## src/rtl/riscv_test_monitor.sv

```systemverilog
// riscv_test_monitor
// End-of-test monitor attached to the data-memory write port of the
// single-cycle RISC-V core. It counts cycles and stores while the test runs
// and watches for a signature store to DONE_ADR. A value of PASS_DATA means
// pass and any other value means fail. If no signature store arrives within
// TIMEOUT_CYCLES, the test is flagged as timed out.
//
// Optional feature macro: RISCV_MON_TRACE_EN
//   When defined, every store observed in RUN is logged into a show-ahead
//   trace FIFO that is drained with a valid/ready handshake.
//   When undefined, no FIFO storage exists, the trace outputs are tied to 0
//   and trace_ready is ignored.
//
// Ports
//   clk            in   rising-edge clock
//   reset          in   asynchronous active-high reset
//   MemWrite       in   core store strobe
//   DataAdr        in   store address (XLEN)
//   WriteData      in   store data (XLEN)
//   done           out  test finished (pass, fail or timeout)
//   pass           out  signature store carried PASS_DATA
//   fail           out  signature store carried any other value
//   timeout        out  no signature store within TIMEOUT_CYCLES
//   cycle_count    out  cycles spent in RUN (frozen afterwards)
//   write_count    out  stores observed in RUN (wraps modulo 2^32)
//   trace_valid    out  trace FIFO non-empty
//   trace_adr      out  head-entry address
//   trace_data     out  head-entry data
//   trace_ready    in   consumer pops the head while trace_valid is high
//   trace_overflow out  sticky: a store was dropped on a full FIFO

module riscv_test_monitor #(
    parameter int              XLEN           = 32,
    parameter logic [XLEN-1:0] DONE_ADR       = 32'd100,
    parameter logic [XLEN-1:0] PASS_DATA      = 32'd25,
    parameter int              TIMEOUT_CYCLES = 500,
    parameter int              TRACE_DEPTH    = 8
) (
    input  logic            clk,
    input  logic            reset,
    input  logic            MemWrite,
    input  logic [XLEN-1:0] DataAdr,
    input  logic [XLEN-1:0] WriteData,
    output logic            done,
    output logic            pass,
    output logic            fail,
    output logic            timeout,
    output logic [31:0]     cycle_count,
    output logic [31:0]     write_count,
    output logic            trace_valid,
    output logic [XLEN-1:0] trace_adr,
    output logic [XLEN-1:0] trace_data,
    input  logic            trace_ready,
    output logic            trace_overflow
);

    typedef enum logic [1:0] {
        RUN     = 2'd0,
        PASS    = 2'd1,
        FAIL    = 2'd2,
        TIMEOUT = 2'd3
    } state_t;

    state_t      r_state;
    logic [31:0] r_cycleCount;
    logic [31:0] r_writeCount;

    logic w_running;
    logic w_doneStore;
    logic w_lastCycle;

    assign w_running   = (r_state == RUN);
    assign w_doneStore = MemWrite && (DataAdr == DONE_ADR);
    assign w_lastCycle = (r_cycleCount == 32'(TIMEOUT_CYCLES - 1));

    // Test-status FSM plus cycle/store counters. Both counters advance only
    // in RUN, so they freeze at their final values once a terminal state is
    // entered. A signature store in the last allowed cycle wins over timeout.
    always_ff @(posedge clk or posedge reset) begin
        if (reset) begin
            r_state      <= RUN;
            r_cycleCount <= 32'd0;
            r_writeCount <= 32'd0;
        end else if (w_running) begin
            r_cycleCount <= r_cycleCount + 32'd1;
            if (MemWrite) begin
                r_writeCount <= r_writeCount + 32'd1;
            end
            if (w_doneStore) begin
                r_state <= (WriteData == PASS_DATA) ? PASS : FAIL;
            end else if (w_lastCycle) begin
                r_state <= TIMEOUT;
            end
        end
    end

    // Status is decoded purely from registered state, so no combinational
    // path exists from MemWrite to any output.
    assign done        = (r_state != RUN);
    assign pass        = (r_state == PASS);
    assign fail        = (r_state == FAIL);
    assign timeout     = (r_state == TIMEOUT);
    assign cycle_count = r_cycleCount;
    assign write_count = r_writeCount;

`ifdef RISCV_MON_TRACE_EN
    localparam int AW = $clog2(TRACE_DEPTH);

    logic [XLEN-1:0] r_adrMem  [TRACE_DEPTH];
    logic [XLEN-1:0] r_dataMem [TRACE_DEPTH];
    logic [AW-1:0]   r_wrPtr;
    logic [AW-1:0]   r_rdPtr;
    logic [AW:0]     r_count;
    logic            r_overflow;

    logic w_push;
    logic w_pop;
    logic w_full;
    logic w_accept;

    assign w_push   = MemWrite && w_running;
    assign w_pop    = (r_count != '0) && trace_ready;
    assign w_full   = (r_count == (AW+1)'(TRACE_DEPTH));
    // A full FIFO still takes the push when the head leaves on the same edge.
    assign w_accept = w_push && (!w_full || w_pop);

    // Entry storage needs no reset; the occupancy counter defines validity.
    always_ff @(posedge clk) begin
        if (w_accept) begin
            r_adrMem[r_wrPtr]  <= DataAdr;
            r_dataMem[r_wrPtr] <= WriteData;
        end
    end

    // Pointers wrap naturally because TRACE_DEPTH is a power of two.
    // Overflow is sticky until reset.
    always_ff @(posedge clk or posedge reset) begin
        if (reset) begin
            r_wrPtr    <= '0;
            r_rdPtr    <= '0;
            r_count    <= '0;
            r_overflow <= 1'b0;
        end else begin
            if (w_accept) begin
                r_wrPtr <= r_wrPtr + AW'(1);
            end
            if (w_pop) begin
                r_rdPtr <= r_rdPtr + AW'(1);
            end
            if (w_accept && !w_pop) begin
                r_count <= r_count + (AW+1)'(1);
            end else if (!w_accept && w_pop) begin
                r_count <= r_count - (AW+1)'(1);
            end
            if (w_push && !w_accept) begin
                r_overflow <= 1'b1;
            end
        end
    end

    assign trace_valid    = (r_count != '0);
    assign trace_adr      = r_adrMem[r_rdPtr];
    assign trace_data     = r_dataMem[r_rdPtr];
    assign trace_overflow = r_overflow;
`else
    logic w_unused;

    assign w_unused       = trace_ready;
    assign trace_valid    = 1'b0;
    assign trace_adr      = '0;
    assign trace_data     = '0;
    assign trace_overflow = 1'b0;
`endif

endmodule

```

## config.mk

```make
export PLATFORM = sky130hd
export DESIGN_NAME = riscv_test_monitor
export DESIGN_NICKNAME = d
export VERILOG_FILES = /design/src/rtl/riscv_test_monitor.sv
export SDC_FILE = /design/constraint.sdc
export NUM_CORES = 1
export LEC_CHECK = 0
export CAP_MARGIN = 25
export CORE_ASPECT_RATIO = 2
export CORE_MARGIN = 2
export CORE_UTILIZATION = 25
export DETAILED_ROUTE_END_ITERATION = 12
export GPL_TIMING_DRIVEN = 0
export SLEW_MARGIN = 20
export SYNTH_ARGS = -nofsm -noshare
export SYNTH_HDL_FRONTEND = slang
export SYNTH_SLANG_ARGS = --single-unit
```

## constraint.sdc

```tcl
create_clock -name clk -period 2.5 [get_ports clk]
set_clock_uncertainty 0.05 [all_clocks]
set_input_delay 0.5 -clock clk [delete_from_list [all_inputs] [get_ports clk]]
set_output_delay 0.5 -clock clk [all_outputs]
set_load 0.01 [all_outputs]
```

==> impl_results.rst <==
.. list-table::
   :header-rows: 1

   * - Metric
     - Value
   * - CTS max path bufs
     - 2
   * - Synthesized flop and latch total
     - 66
   * - Max Cap Viol
     - 0
   * - Resized cells post-CTS
     - 0
   * - Reg-to-reg setup timing slack
     - 300 ps
   * - Finished Core Util
     - 41.0%
   * - Synth async-reset ratio
     - 100%
   * - Total of hold buffers inserted after clock tree synthesis
     - 0
   * - Slew at the pin closest to its max-slew limit
     - 619 ps
   * - Aggregate routed wire length
     - 9790 um
   * - Worst min-delay path category
     - flip-flop to flip-flop
   * - Crit end category
     - flip-flop
   * - Number of placed instances, taps included
     - 740
   * - Required arrival time at the worst endpoint
     - 2650 ps
   * - Latest clock arrival within the worst-skew pair
     - 330 ps
   * - Count of buffers added by post-CTS timing repair for setup
     - 0
   * - Wire length of the first global-routing pass
     - 15900 um
   * - CTS H-Tree Depth
     - 3
   * - Hold violation count in the final report
     - 0
   * - Synthesized instance count
     - 348
   * - Number of optimization iterations in the first detailed-route pass
     - 4
   * - Max Freq
     - 433 MHz
   * - Maximum vdd drop
     - 366 uV
   * - Power Total
     - 3.19 mW
   * - Top fanout value on the critical path
     - 2
   * - Final ANT Viol Nets
     - 0
   * - Biggest area consumer among synthesized cells
     - dfrtp_1
   * - Count of placed standard cells in the final layout, fillers left out
     - 756
   * - Total grt overflow
     - 0
   * - Initial antenna violation count
     - 0
   * - Headroom to the max-slew limit
     - 58.1%
   * - Final period demand of the worst path
     - 2310 ps
   * - Count of endpoints failing setup in the final report
     - 0
   * - Dominant register cell in the synthesized netlist
     - dfrtp_1
   * - Effective utilization at floorplan
     - 25.6%
   * - Power density cells
     - 542 nW/um^2
   * - Share of the clock period used by the worst path after layout
     - 92.4%
   * - Final count of pins violating max slew
     - 0
   * - Synth Cell Area
     - 3680 sq um
   * - Synthesized area per cell
     - 10.6 sq um
   * - CTS clock-pin slew for the worst setup and hold paths
     - 60 ps
   * - Count of yosys warnings during synthesis
     - 0
   * - Count of buffers from port buffering
     - 134
   * - Fraction of layout cells with a size suffix above 1
     - 17.6%
   * - Global placer's final weighted congestion
     - 0.829
   * - Count of flip-flops with a built-in enable after synthesis
     - 0
   * - Kind of critical path
     - primary input to flip-flop
   * - Total half-perimeter wirelength after legalization and detailed placement
     - 7780 um
   * - Biggest area contributors in the synthesized netlist
     - dfrtp_1 (45%), buf_4 (13%), xnor2_1 (12%)
   * - Via/cell ratio
     - 4.06
   * - Clock tree from TritonCTS
     - yes
   * - Cell variety after synth
     - 36
   * - Timing startpoint of the critical path
     - MemWrite
   * - Die boundary width
     - 89.8 um
   * - Global-route usage over all layers
     - 12.6%
   * - Result of the run
     - complete, no violations
   * - TritonCTS sink count
     - 66
   * - Core Footprint
     - 14400 sq um
   * - Number of global-route vias before repair
     - 3239
   * - Part of the Yosys area used for sequential elements
     - 44.9%
   * - Area delta synth->final
     - 59.8%
   * - I/O pin count
     - 202
   * - Total DRC errors in the routed layout
     - 0
   * - Crit start category
     - primary input
   * - RSZ-0062 raised after global routing
     - false
   * - Pleak
     - 2.68 nW
   * - Total CTS buffers
     - 9
   * - Arrival @ worst endpoint
     - 2460 ps
   * - Routed len/inst
     - 12.9 um
   * - Vias
     - 3066
   * - Area of the die
     - 15800 sq um
   * - Final #Nets
     - 629
   * - Largest net degree at the start of global routing
     - 45
   * - Height of the chip
     - 176 um
   * - Number of placement rows
     - 62
   * - Clock root buffer master
     - clkbuf_16
   * - Area share of the largest cell type after synthesis
     - 44.9%
   * - Initial DRC count
     - 46
   * - Worst Hold Launch
     - write_count[31]
   * - Worst R2R Start
     - cycle_count[0]
   * - Antenna cell count
     - 0
   * - Most common library cells after synthesis
     - buf_4 (66), dfrtp_1 (66), xnor2_1 (49)
-- critical path, stage by stage --
cell             delay (ps)
clkdlybuf4s50_1         480
nor4b_1                 530
nand4_1                 200
nor3_1                  450
mux2i_1                 240
o21bai_1                 70
-- where the power goes --
part	internal, mW	switching (mW)	total (mW)
combinational	0.313	0.196	0.510
clock	0.978	0.491	1.47
sequential	1.12	0.0839	1.21
total	2.41	0.771	3.19
-- layout make-up --
cell class,count,area (sq um)
plain buffers,66,495
clock buffers,10,229
clock inverters,6,115
fillers,1411,8470
inverters,4,17.5
multi-input cells,277,1760
flip-flops and latches,66,1650
well taps,192,240
repair buffers,135,1370
-- cell usage in the layout (no fill, tap or decap), drive strengths merged --
cell type	instances
mux2	2
clkbuf	10
nor4bb	2
bufinv	3
xor2	13
nor3b	1
dfrtp	66
nand3	25
nor4b	4
clkinvlp	1
nor2b	1
or3	2
mux2i	2
nor3	6
nand4	19
o21bai	2
xnor2	49
nor2	15
clkdlybuf4s50	134
buf	67
nor4	18
and4	5
clkinv	2
or2	1
nand2	26
inv	4
and3	10
and2b	1
and2	5
ha	2
conb	66
-- through the flow --
step	hold WS [ps]	area (sq um)	worst slack, ps	TNS (ps)
final	429	5880	190	0
after global routing	452	5880	19.4	0
after CTS	432	5880	68.3	0
after detailed placement	419	5540	-275	-547
after global placement	414	5510	-882	-58460
after floorplan	457	3930	295	0
-- cell families after synthesis --
| group | after synthesis | share of synthesized area, % |
|---|---|---|
| and+or+nand+nor | 141 | 24.2 |
| buffers and inverters | 70 | 13.9 |
| DFF | 66 | 44.9 |
| xor gates and xnor gates | 62 | 14.8 |
| muxes | 4 | 1.16 |
| adders and majority gates | 2 | 0.680 |
| AOI/OAI and AO/OA | 2 | 0.408 |
| other | 1 | 0.102 |
-- layer usage --
layer	wire [um]	global-route usage, %
met1	3470	11.9
met2	5500	25.1
met3	661	3.52
met4	150	5.13
met5	0	0
-- sequential cells by signal, summed over array words and instances (netlist names) --
signal and count:
cycle_count 32, r_state 2, write_count 32
-- path summary, 6_finish.rpt --
| kind | end | depth (start not counted) |
|---|---|---|
| min in group asynchronous | write_count[20] | 2 |
| hold reg to reg | write_count[31] | 1 |
| setup / recovery | r_state[0] | 6 |
| setup reg to reg | r_state[1] | 6 |
| max in group asynchronous | cycle_count[14] | 3 |
| hold / removal | write_count[31] | 1 |
(Power assumes the default switching activity.)
